--- src/rtl/mesh_pkg.sv ---
// Shared definitions for the XY mesh router: port indices, coordinate width
// helper, header field extraction and the dimension-ordered route decision.
package mesh_pkg;

  // Port indices; also the requester order seen by every output arbiter.
  localparam int N         = 0;
  localparam int E         = 1;
  localparam int S         = 2;
  localparam int W         = 3;
  localparam int PE        = 4;
  localparam int NUM_PORTS = 5;

  // Widest packet the header helpers accept.
  localparam int MAX_PKT_W = 1024;

  typedef logic [2:0] port_idx_t;

  // Coordinate field width: clog2 of the mesh dimension, never below one bit.
  function automatic int coord_width(input int n);
    return ($clog2(n) < 1) ? 1 : $clog2(n);
  endfunction

  // dest_x occupies the top xw bits of the packet.
  function automatic logic [31:0] hdr_dest_x(input logic [MAX_PKT_W-1:0] pkt,
                                             input int pkt_w, input int xw);
    logic [MAX_PKT_W-1:0] sh;
    sh = pkt >> (pkt_w - xw);
    return sh[31:0] & ((32'd1 << xw) - 32'd1);
  endfunction

  // dest_y occupies the yw bits directly below dest_x.
  function automatic logic [31:0] hdr_dest_y(input logic [MAX_PKT_W-1:0] pkt,
                                             input int pkt_w, input int xw,
                                             input int yw);
    logic [MAX_PKT_W-1:0] sh;
    sh = pkt >> (pkt_w - xw - yw);
    return sh[31:0] & ((32'd1 << yw) - 32'd1);
  endfunction

  // X first, then Y; a packet at its destination goes to the local PE.
  function automatic port_idx_t route_port(input logic [31:0] dx, input logic [31:0] dy,
                                           input logic [31:0] rx, input logic [31:0] ry);
    if (dx > rx)      return port_idx_t'(E);
    else if (dx < rx) return port_idx_t'(W);
    else if (dy > ry) return port_idx_t'(S);
    else if (dy < ry) return port_idx_t'(N);
    else              return port_idx_t'(PE);
  endfunction

  // False when the chosen output points off the mesh edge.
  function automatic logic has_neighbour(input port_idx_t p,
                                         input logic [31:0] rx, input logic [31:0] ry,
                                         input int mesh_x, input int mesh_y);
    case (p)
      port_idx_t'(N): return ry != 32'd0;
      port_idx_t'(E): return rx != 32'(mesh_x - 1);
      port_idx_t'(S): return ry != 32'(mesh_y - 1);
      port_idx_t'(W): return rx != 32'd0;
      default:        return 1'b1;
    endcase
  endfunction

endpackage

--- src/rtl/mesh_router_xy_if.sv ---
// Five-port link bundle of one router tile. Signal names are port prefix
// (n, e, s, w, pe) plus si/ri/di on the input side and so/ro/do on the output.
interface mesh_router_xy_if #(
  parameter int PACKET_WIDTH = 64
);
  logic                    nsi, nri, nso, nro;
  logic [PACKET_WIDTH-1:0] ndi, ndo;
  logic                    esi, eri, eso, ero;
  logic [PACKET_WIDTH-1:0] edi, edo;
  logic                    ssi, sri, sso, sro;
  logic [PACKET_WIDTH-1:0] sdi, sdo;
  logic                    wsi, wri, wso, wro;
  logic [PACKET_WIDTH-1:0] wdi, wdo;
  logic                    pesi, peri, peso, pero;
  logic [PACKET_WIDTH-1:0] pedi, pedo;

  // Router side.
  modport slave (
    input  nsi, ndi, nro, esi, edi, ero, ssi, sdi, sro, wsi, wdi, wro, pesi, pedi, pero,
    output nri, nso, ndo, eri, eso, edo, sri, sso, sdo, wri, wso, wdo, peri, peso, pedo
  );

  // Neighbour / NIC side.
  modport master (
    output nsi, ndi, nro, esi, edi, ero, ssi, sdi, sro, wsi, wdi, wro, pesi, pedi, pero,
    input  nri, nso, ndo, eri, eso, edo, sri, sso, sdo, wri, wso, wdo, peri, peso, pedo
  );
endinterface

--- src/rtl/router_in_fifo.sv ---
// Per-input packet FIFO. Full is a flop, so a full FIFO refuses a push even
// in a cycle where it also pops.
module router_in_fifo #(
  parameter int PACKET_WIDTH = 64,
  parameter int FIFO_DEPTH   = 4
) (
  input  logic                    clk,
  input  logic                    reset,
  input  logic                    push,
  input  logic                    pop,
  input  logic [PACKET_WIDTH-1:0] din,
  output logic                    full,
  output logic                    empty,
  output logic [PACKET_WIDTH-1:0] head
);

  localparam int AW = $clog2(FIFO_DEPTH);
  localparam logic [AW:0] DEPTH_C = (AW+1)'(FIFO_DEPTH);

  logic [PACKET_WIDTH-1:0] mem_q [FIFO_DEPTH];
  logic [AW-1:0]           wr_ptr_q, wr_ptr_d;
  logic [AW-1:0]           rd_ptr_q, rd_ptr_d;
  logic [AW:0]             count_q, count_d;
  logic                    full_q, full_d;
  logic                    do_push, do_pop;

  assign do_push = push && !full_q;
  assign do_pop  = pop && (count_q != '0);
  assign full    = full_q;
  assign empty   = (count_q == '0);
  assign head    = mem_q[rd_ptr_q];

  // Next pointers and occupancy; pointers wrap naturally (power-of-two depth).
  always_comb begin
    // NOTE: every variable gets a default before any branch so no latch is inferred.
    wr_ptr_d = wr_ptr_q;
    rd_ptr_d = rd_ptr_q;
    count_d  = count_q;
    if (do_push) wr_ptr_d = wr_ptr_q + AW'(1);
    if (do_pop)  rd_ptr_d = rd_ptr_q + AW'(1);
    case ({do_push, do_pop})
      2'b10:   count_d = count_q + (AW+1)'(1);
      2'b01:   count_d = count_q - (AW+1)'(1);
      default: count_d = count_q;
    endcase
    full_d = (count_d == DEPTH_C);
  end

  // Control state; reset empties the FIFO at once.
  always_ff @(posedge clk or negedge reset) begin
    // NOTE: sequential state uses non-blocking assignments only.
    if (!reset) begin
      wr_ptr_q <= '0;
      rd_ptr_q <= '0;
      count_q  <= '0;
      full_q   <= 1'b0;
    end else begin
      wr_ptr_q <= wr_ptr_d;
      rd_ptr_q <= rd_ptr_d;
      count_q  <= count_d;
      full_q   <= full_d;
    end
  end

  // Packet storage.
  always_ff @(posedge clk) begin
    // NOTE: storage has no reset; the cleared count marks every entry invalid.
    if (do_push) mem_q[wr_ptr_q] <= din;
  end

endmodule

--- src/rtl/mesh_router_xy.sv ---
// Five-port XY mesh router tile: per-input FIFOs, dimension-ordered routing,
// off-edge drop with a saturating counter, and one round-robin arbiter plus
// output register per output port.
module mesh_router_xy
  import mesh_pkg::*;
#(
  parameter  int PACKET_WIDTH = 64,
  parameter  int MESH_X       = 4,
  parameter  int MESH_Y       = 4,
  parameter  int FIFO_DEPTH   = 4,
  localparam int XW           = coord_width(MESH_X),
  localparam int YW           = coord_width(MESH_Y)
) (
  input  logic              clk,
  input  logic              reset,
  input  logic [XW-1:0]     router_x,
  input  logic [YW-1:0]     router_y,
  mesh_router_xy_if.slave   bus,
  output logic              polarity_out,
  output logic [7:0]        drop_count
);

  logic [NUM_PORTS-1:0]    in_valid, out_ready;
  logic [PACKET_WIDTH-1:0] in_data [NUM_PORTS];

  logic [NUM_PORTS-1:0]    fifo_full, fifo_empty, fifo_pop;
  logic [PACKET_WIDTH-1:0] fifo_head [NUM_PORTS];

  port_idx_t               route_dir [NUM_PORTS];
  logic [NUM_PORTS-1:0]    drop;
  logic [NUM_PORTS-1:0]    req [NUM_PORTS];   // req[output][input]

  logic [NUM_PORTS-1:0]    gnt_valid;
  port_idx_t               gnt_idx [NUM_PORTS];

  logic [NUM_PORTS-1:0]    out_valid_q, out_valid_d;
  logic [PACKET_WIDTH-1:0] out_data_q [NUM_PORTS];
  logic [PACKET_WIDTH-1:0] out_data_d [NUM_PORTS];
  port_idx_t               rr_ptr_q [NUM_PORTS];
  port_idx_t               rr_ptr_d [NUM_PORTS];

  logic [7:0]              drop_count_q, drop_count_d;
  logic                    polarity_q, polarity_d;

  // Flatten the interface into port-indexed arrays.
  assign in_valid  = {bus.pesi, bus.wsi, bus.ssi, bus.esi, bus.nsi};
  assign out_ready = {bus.pero, bus.wro, bus.sro, bus.ero, bus.nro};
  assign in_data[N]  = bus.ndi;
  assign in_data[E]  = bus.edi;
  assign in_data[S]  = bus.sdi;
  assign in_data[W]  = bus.wdi;
  assign in_data[PE] = bus.pedi;

  assign bus.nri  = ~fifo_full[N];
  assign bus.eri  = ~fifo_full[E];
  assign bus.sri  = ~fifo_full[S];
  assign bus.wri  = ~fifo_full[W];
  assign bus.peri = ~fifo_full[PE];

  assign bus.nso  = out_valid_q[N];
  assign bus.eso  = out_valid_q[E];
  assign bus.sso  = out_valid_q[S];
  assign bus.wso  = out_valid_q[W];
  assign bus.peso = out_valid_q[PE];
  assign bus.ndo  = out_data_q[N];
  assign bus.edo  = out_data_q[E];
  assign bus.sdo  = out_data_q[S];
  assign bus.wdo  = out_data_q[W];
  assign bus.pedo = out_data_q[PE];

  assign drop_count   = drop_count_q;
  assign polarity_out = polarity_q;

  for (genvar g = 0; g < NUM_PORTS; g++) begin : g_in_fifo
    router_in_fifo #(
      .PACKET_WIDTH (PACKET_WIDTH),
      .FIFO_DEPTH   (FIFO_DEPTH)
    ) u_fifo (
      .clk   (clk),
      .reset (reset),
      .push  (in_valid[g]),
      .pop   (fifo_pop[g]),
      .din   (in_data[g]),
      .full  (fifo_full[g]),
      .empty (fifo_empty[g]),
      .head  (fifo_head[g])
    );
  end

  // Route every FIFO head; heads aimed off the mesh edge are dropped instead of requesting.
  always_comb begin
    drop = '0;
    for (int o = 0; o < NUM_PORTS; o++) req[o] = '0;
    for (int i = 0; i < NUM_PORTS; i++) begin
      route_dir[i] = route_port(
        hdr_dest_x(MAX_PKT_W'(fifo_head[i]), PACKET_WIDTH, XW),
        hdr_dest_y(MAX_PKT_W'(fifo_head[i]), PACKET_WIDTH, XW, YW),
        32'(router_x), 32'(router_y));
      if (!fifo_empty[i]) begin
        if (has_neighbour(route_dir[i], 32'(router_x), 32'(router_y), MESH_X, MESH_Y))
          req[route_dir[i]][i] = 1'b1;
        else
          drop[i] = 1'b1;
      end
    end
  end

  // Round-robin pick per output, searching from the port after the last winner.
  always_comb begin
    logic [3:0] sum;
    port_idx_t  cand;
    sum  = '0;
    cand = '0;
    for (int o = 0; o < NUM_PORTS; o++) begin
      gnt_valid[o] = 1'b0;
      gnt_idx[o]   = '0;
      for (int k = 1; k <= NUM_PORTS; k++) begin
        sum = {1'b0, rr_ptr_q[o]} + 4'(k);
        if (sum >= 4'(NUM_PORTS)) sum = sum - 4'(NUM_PORTS);
        cand = sum[2:0];
        if (!gnt_valid[o] && req[o][cand]) begin
          gnt_valid[o] = 1'b1;
          gnt_idx[o]   = cand;
        end
      end
    end
  end

  // Output register load, winner pops and pointer advance; registers hold under backpressure.
  always_comb begin
    fifo_pop = drop;
    for (int o = 0; o < NUM_PORTS; o++) begin
      out_valid_d[o] = out_valid_q[o];
      out_data_d[o]  = out_data_q[o];
      rr_ptr_d[o]    = rr_ptr_q[o];
      if (!out_valid_q[o] || out_ready[o]) begin
        out_valid_d[o] = gnt_valid[o];
        if (gnt_valid[o]) begin
          out_data_d[o]         = fifo_head[gnt_idx[o]];
          rr_ptr_d[o]           = gnt_idx[o];
          fifo_pop[gnt_idx[o]]  = 1'b1;
        end
      end
    end
  end

  // Saturating drop counter (several heads may drop on one edge) and polarity toggle.
  always_comb begin
    logic [3:0] drop_sum;
    logic [8:0] drop_total;
    drop_sum = '0;
    for (int i = 0; i < NUM_PORTS; i++) drop_sum = drop_sum + 4'(drop[i]);
    drop_total   = {1'b0, drop_count_q} + 9'(drop_sum);
    drop_count_d = (drop_total > 9'd255) ? 8'hFF : drop_total[7:0];
    polarity_d   = ~polarity_q;
  end

  // Output registers, arbiter pointers, drop counter and polarity.
  always_ff @(posedge clk or negedge reset) begin
    if (!reset) begin
      for (int o = 0; o < NUM_PORTS; o++) begin
        out_valid_q[o] <= 1'b0;
        out_data_q[o]  <= '0;
        rr_ptr_q[o]    <= port_idx_t'(PE);
      end
      drop_count_q <= '0;
      polarity_q   <= 1'b0;
    end else begin
      for (int o = 0; o < NUM_PORTS; o++) begin
        out_valid_q[o] <= out_valid_d[o];
        out_data_q[o]  <= out_data_d[o];
        rr_ptr_q[o]    <= rr_ptr_d[o];
      end
      drop_count_q <= drop_count_d;
      polarity_q   <= polarity_d;
    end
  end

endmodule

--- src/flat_wrapper.sv ---
// flat-port wrapper written by rule: the top's interface ports become plain ports
module mesh_router_xy_flat import mesh_pkg::*;
#(
  parameter  int PACKET_WIDTH = 64,
  parameter  int MESH_X       = 4,
  parameter  int MESH_Y       = 4,
  parameter  int FIFO_DEPTH   = 4,
  localparam int XW           = coord_width(MESH_X),
  localparam int YW           = coord_width(MESH_Y)
)
  (clk, reset, router_x, router_y, polarity_out, drop_count, bus_nsi, bus_ndi, bus_nro, bus_esi, bus_edi, bus_ero, bus_ssi, bus_sdi, bus_sro, bus_wsi, bus_wdi, bus_wro, bus_pesi, bus_pedi, bus_pero, bus_nri, bus_nso, bus_ndo, bus_eri, bus_eso, bus_edo, bus_sri, bus_sso, bus_sdo, bus_wri, bus_wso, bus_wdo, bus_peri, bus_peso, bus_pedo);
  mesh_router_xy_if #(.PACKET_WIDTH(PACKET_WIDTH)) bus_i ();
  input  logic clk;
  input  logic reset;
  input  logic [XW-1:0] router_x;
  input  logic [YW-1:0] router_y;
  output logic polarity_out;
  output logic [7:0] drop_count;
  input wire logic [$bits(bus_i.nsi)-1:0] bus_nsi;
  input wire logic [$bits(bus_i.ndi)-1:0] bus_ndi;
  input wire logic [$bits(bus_i.nro)-1:0] bus_nro;
  input wire logic [$bits(bus_i.esi)-1:0] bus_esi;
  input wire logic [$bits(bus_i.edi)-1:0] bus_edi;
  input wire logic [$bits(bus_i.ero)-1:0] bus_ero;
  input wire logic [$bits(bus_i.ssi)-1:0] bus_ssi;
  input wire logic [$bits(bus_i.sdi)-1:0] bus_sdi;
  input wire logic [$bits(bus_i.sro)-1:0] bus_sro;
  input wire logic [$bits(bus_i.wsi)-1:0] bus_wsi;
  input wire logic [$bits(bus_i.wdi)-1:0] bus_wdi;
  input wire logic [$bits(bus_i.wro)-1:0] bus_wro;
  input wire logic [$bits(bus_i.pesi)-1:0] bus_pesi;
  input wire logic [$bits(bus_i.pedi)-1:0] bus_pedi;
  input wire logic [$bits(bus_i.pero)-1:0] bus_pero;
  output wire logic [$bits(bus_i.nri)-1:0] bus_nri;
  output wire logic [$bits(bus_i.nso)-1:0] bus_nso;
  output wire logic [$bits(bus_i.ndo)-1:0] bus_ndo;
  output wire logic [$bits(bus_i.eri)-1:0] bus_eri;
  output wire logic [$bits(bus_i.eso)-1:0] bus_eso;
  output wire logic [$bits(bus_i.edo)-1:0] bus_edo;
  output wire logic [$bits(bus_i.sri)-1:0] bus_sri;
  output wire logic [$bits(bus_i.sso)-1:0] bus_sso;
  output wire logic [$bits(bus_i.sdo)-1:0] bus_sdo;
  output wire logic [$bits(bus_i.wri)-1:0] bus_wri;
  output wire logic [$bits(bus_i.wso)-1:0] bus_wso;
  output wire logic [$bits(bus_i.wdo)-1:0] bus_wdo;
  output wire logic [$bits(bus_i.peri)-1:0] bus_peri;
  output wire logic [$bits(bus_i.peso)-1:0] bus_peso;
  output wire logic [$bits(bus_i.pedo)-1:0] bus_pedo;
  assign bus_i.nsi = bus_nsi;
  assign bus_i.ndi = bus_ndi;
  assign bus_i.nro = bus_nro;
  assign bus_i.esi = bus_esi;
  assign bus_i.edi = bus_edi;
  assign bus_i.ero = bus_ero;
  assign bus_i.ssi = bus_ssi;
  assign bus_i.sdi = bus_sdi;
  assign bus_i.sro = bus_sro;
  assign bus_i.wsi = bus_wsi;
  assign bus_i.wdi = bus_wdi;
  assign bus_i.wro = bus_wro;
  assign bus_i.pesi = bus_pesi;
  assign bus_i.pedi = bus_pedi;
  assign bus_i.pero = bus_pero;
  assign bus_nri = bus_i.nri;
  assign bus_nso = bus_i.nso;
  assign bus_ndo = bus_i.ndo;
  assign bus_eri = bus_i.eri;
  assign bus_eso = bus_i.eso;
  assign bus_edo = bus_i.edo;
  assign bus_sri = bus_i.sri;
  assign bus_sso = bus_i.sso;
  assign bus_sdo = bus_i.sdo;
  assign bus_wri = bus_i.wri;
  assign bus_wso = bus_i.wso;
  assign bus_wdo = bus_i.wdo;
  assign bus_peri = bus_i.peri;
  assign bus_peso = bus_i.peso;
  assign bus_pedo = bus_i.pedo;
  mesh_router_xy #(.PACKET_WIDTH(PACKET_WIDTH), .MESH_X(MESH_X), .MESH_Y(MESH_Y), .FIFO_DEPTH(FIFO_DEPTH)) u_core (.clk(clk), .reset(reset), .router_x(router_x), .router_y(router_y), .bus(bus_i), .polarity_out(polarity_out), .drop_count(drop_count));
endmodule
--- config.mk ---
export PLATFORM = sky130hd
export DESIGN_NAME = mesh_router_xy_flat
export DESIGN_NICKNAME = d
export VERILOG_FILES = /design/src/rtl/mesh_pkg.sv /design/src/rtl/mesh_router_xy_if.sv /design/src/rtl/router_in_fifo.sv /design/src/rtl/mesh_router_xy.sv /design/src/flat_wrapper.sv
export SDC_FILE = /design/constraint.sdc
export NUM_CORES = 2
export LEC_CHECK = 0
export ABC_AREA = 1
export CORE_UTILIZATION = 45
export DETAILED_ROUTE_END_ITERATION = 12
export HOLD_SLACK_MARGIN = 0.02
export PLACE_DENSITY = 0.6
export SKIP_CTS_REPAIR_TIMING = 1
export SLEW_MARGIN = 20
export SYNTH_ARGS = -nofsm -noshare
export SYNTH_HDL_FRONTEND = slang
export SYNTH_SLANG_ARGS = --single-unit
--- constraint.sdc ---
create_clock -name clk -period 6.35 [get_ports clk]
set_clock_uncertainty 0.2 [all_clocks]
set_input_delay 0.9525 -clock clk [delete_from_list [all_inputs] [get_ports clk]]
set_output_delay 0.9525 -clock clk [all_outputs]
set_load 0.1 [all_outputs]
==> run_results.csv <==
group,metric,value,unit
sta,slew_headroom,11.80,%
grt,grt_max_degree,192,
placed_design,portBuffers,674,
routing,drt-pass1-iter-count,10,
clock_network,cts_buffer_depth,3,
synthesis,synth_compound_area_share,12.04,%
synthesis,async_flop_share,23.31,%
die,rows,155,
synthesis,synth_top_cell_area_share,47.28,%
sta,fmax,0.1666,GHz
grt,grt_pass1_wl,489500,um
layout,syn_to_final_growth,19.58,%
sta,holdWs,0.2253,ns
die,die_w,427.0,um
routing,drt-initial-drc-count,10225,
sta,worst_pin_slew,1.323,ns
synthesis,syn-instance-count,8469,
synthesis,synth_xor_area_share,0.4263,%
sta,slew_viol_final,0,
clock_network,tritoncts,"done",
clock_network,path_clk_slew,0.06,ns
die,start_util,45.41,%
routing,wl,356200,um
critical_path,worstSetupStartpointType,"register",
synthesis,muxShareOfSynthArea,0,%
routing,wl_per_cell,30.64,um
synthesis,netlist_top_cells_count,"nand2_1, edfxtp_1, nor2_1, nand3_1, inv_1",
synthesis,synth_edf_count,1280,
run,cap_violations,0,
sta,finalHoldViolations,0,
synthesis,synth-simple-area-share,20.59,%
synthesis,synth_top_family_by_area,"simple AND/OR/NAND/NOR gates",
synthesis,synth_area_leaders,"edfxtp_1, dfrtp_1, nand2_1",
die,die_h,427.0,um
grt,track_usage,38.33,%
critical_path,rrSetupSlack,0.35,ns
critical_path,end_kind,"register",
clock_network,cts_root_buffer,"clkbuf_16",
placed_design,placed_area,91330,sq um
layout,drive_above_1_share,9.144,%
synthesis,synth_nets,8918,
placed_design,gp_congestion,1.007,
synthesis,avgSynthCellArea,9.599,sq um
critical_path,critPathMostFrequentCell,"nand2_1",
routing,vias,70027,
critical_path,critPathSlowestCell,"dfrtp_4",
clock_network,htreeDepth,4,
layout,design_area,97210,sq um
grt,overflow,0,
layout,nets,9538,
synthesis,ys_warn_count,0,
synthesis,syn_area,81290,sq um
critical_path,cp.arrival,6.56,ns
critical_path,critical_path.max_stage_delay,0.56,ns
sta,timing.setup.tns,0,ns
die,ioPinCount,675,
critical_path,worst_ep_required_time,6.90,ns
routing,vias_per_cell,6.023,
clock_network,worstSkewPairLatency,0.85,ns
die,die_area,182400,sq um
synthesis,synth_cell_types,59,
synthesis,synthAdderAreaFrac,1.859,%
sta,period_share,94.53,%
synthesis,synth_flop_cell,"edfxtp_1",
grt,antenna_found_initial,45,
grt,grt_pass1_vias,63385,
routing,drtAntennaViolNets,0,
critical_path,cp_max_fo,30,
clock_network,cts_inserted_buffers,177,
clock_network,clock_sinks,1669,
run_status,status,"completed",
placed_design,dpl.hpwl,243900,um
sta,min_period,6.003,ns
synthesis,synth-seq-cells,1669,
critical_path,crit_type,"reg2reg",
sta,setup_viol,0,
synthesis,synth_top_cell_by_area,"edfxtp_1",
routing,drc_errors,0,
layout,utilization,54.30,%
hold_path,hold_class,"reg2reg",
synthesis,synth_most_common_cell,"nand2_1",
die,core_area,179000,sq um
synthesis,yosysSeqAreaShare,59.26,%
[layer usage]
layer,track usage (%),vias to the layer above,part of all wire (%)
met3,11.31,1000,11
met5,0,-,0.053
met4,28.51,24,8.9
met2,56.39,4321,43
met1,47.77,33983,37
li1,-,30699,-
[worst paths after layout]
| check | to | depth (start not counted) | startpoint |
|---|---|---|---|
| setup / recovery | u_core.g_in_fifo[2].u_fifo.full$_DFF_PN0_ | 28 | u_core.g_in_fifo[2].u_fifo.rd_ptr_q[0]$_DFFE_PN0P_ |
| hold / removal | u_core.polarity_out$_DFF_PN0_ | 1 | u_core.polarity_out$_DFF_PN0_ |
| setup reg to reg | u_core.g_in_fifo[2].u_fifo.full$_DFF_PN0_ | 28 | u_core.g_in_fifo[2].u_fifo.rd_ptr_q[0]$_DFFE_PN0P_ |
| hold reg to reg | u_core.polarity_out$_DFF_PN0_ | 1 | u_core.polarity_out$_DFF_PN0_ |
| max in group asynchronous | u_core.bus.edo[30]$_DFFE_PN0P_ | 3 | reset |
| min in group asynchronous | u_core.bus.ndo[62]$_DFFE_PN0P_ | 2 | reset |
[cell type report]
type / count / area, sq um
antenna: 30 / 75.07
clock buffer: 244 / 4907
clock inverter: 87 / 695.7
fill: 16010 / 81800
inverter: 586 / 2238
multi-input combinational: 5673 / 28740
sequential: 1669 / 48200
tap: 2355 / 2947
timing repair buffer: 982 / 9410
[registers in the layout, indices dropped and copies added (netlist names), 5 cells and up]
name / count
u_core.g_in_fifo.u_fifo.mem_q: 1280
u_core.bus.edo: 64
u_core.bus.ndo: 64
u_core.bus.pedo: 64
u_core.bus.sdo: 64
u_core.bus.wdo: 64
u_core.g_in_fifo.u_fifo.count_q: 15
u_core.rr_ptr_q: 15
u_core.g_in_fifo.u_fifo.rd_ptr_q: 10
u_core.g_in_fifo.u_fifo.wr_ptr_q: 10
u_core.drop_count: 8
u_core.g_in_fifo.u_fifo.full: 5
u_core.out_valid_q: 5
[worst max-delay path, delay by kind of cell (launching register included)]
kind | cells | cell delay, ns
buf+inv | 5 | 0.83
compound gates | 6 | 0.99
flops | 1 | 0.56
xor+xnor | 1 | 0.23
fa+ha+maj | 3 | 0.78
simple gates | 13 | 2.27
[cells in the final DEF, fill, tap and decap left out, types with 10 or more instances in the layout]
cell type and n:
a22oi_1 32, nor2_4 28, clkinv_1 36, o22ai_1 81
ha_1 100, clkbuf_16 182, clkinv_2 34, o21ai_0 380
inv_1 544, buf_4 286, nand3b_1 20, nand2_4 11
clkbuf_8 12, o211ai_1 303, inv_2 21, or2_2 109
buf_12 29, a32oi_1 236, o2111ai_1 15, nand3_1 565
edfxtp_1 1280, nor2_2 10, xnor2_1 15, fa_1 13
nand2_2 21, o21ai_1 92, clkbuf_1 50, nand4_1 172
dfrtp_1 378, xor2_1 19, clkdlybuf4s50_1 657, a21oi_1 362
nor2_1 616, diode_2 30, nand2_1 2389
[cells by family after synthesis]
| family | Yosys count |
|---|---|
| simple gates | 3977 |
| flops | 1669 |
| compound gates | 1546 |
| buf+inv | 1127 |
| fa+ha+maj | 113 |
| xor+xnor | 37 |
[through the flow]
| step | instances | setup slack (ns) |
|---|---|---|
| after floorplan | 8469 | 0.8774 |
| after global placement | 11244 | 0.2156 |
| after detailed placement | 11248 | 0.2252 |
| after CTS | 11579 | 0.2416 |
| after global routing | 11620 | -0.02985 |
| final | 11626 | 0.3472 |
Power is not shown: default switching activity piles up to over one toggle a cycle in this logic, so the estimate is an artifact.
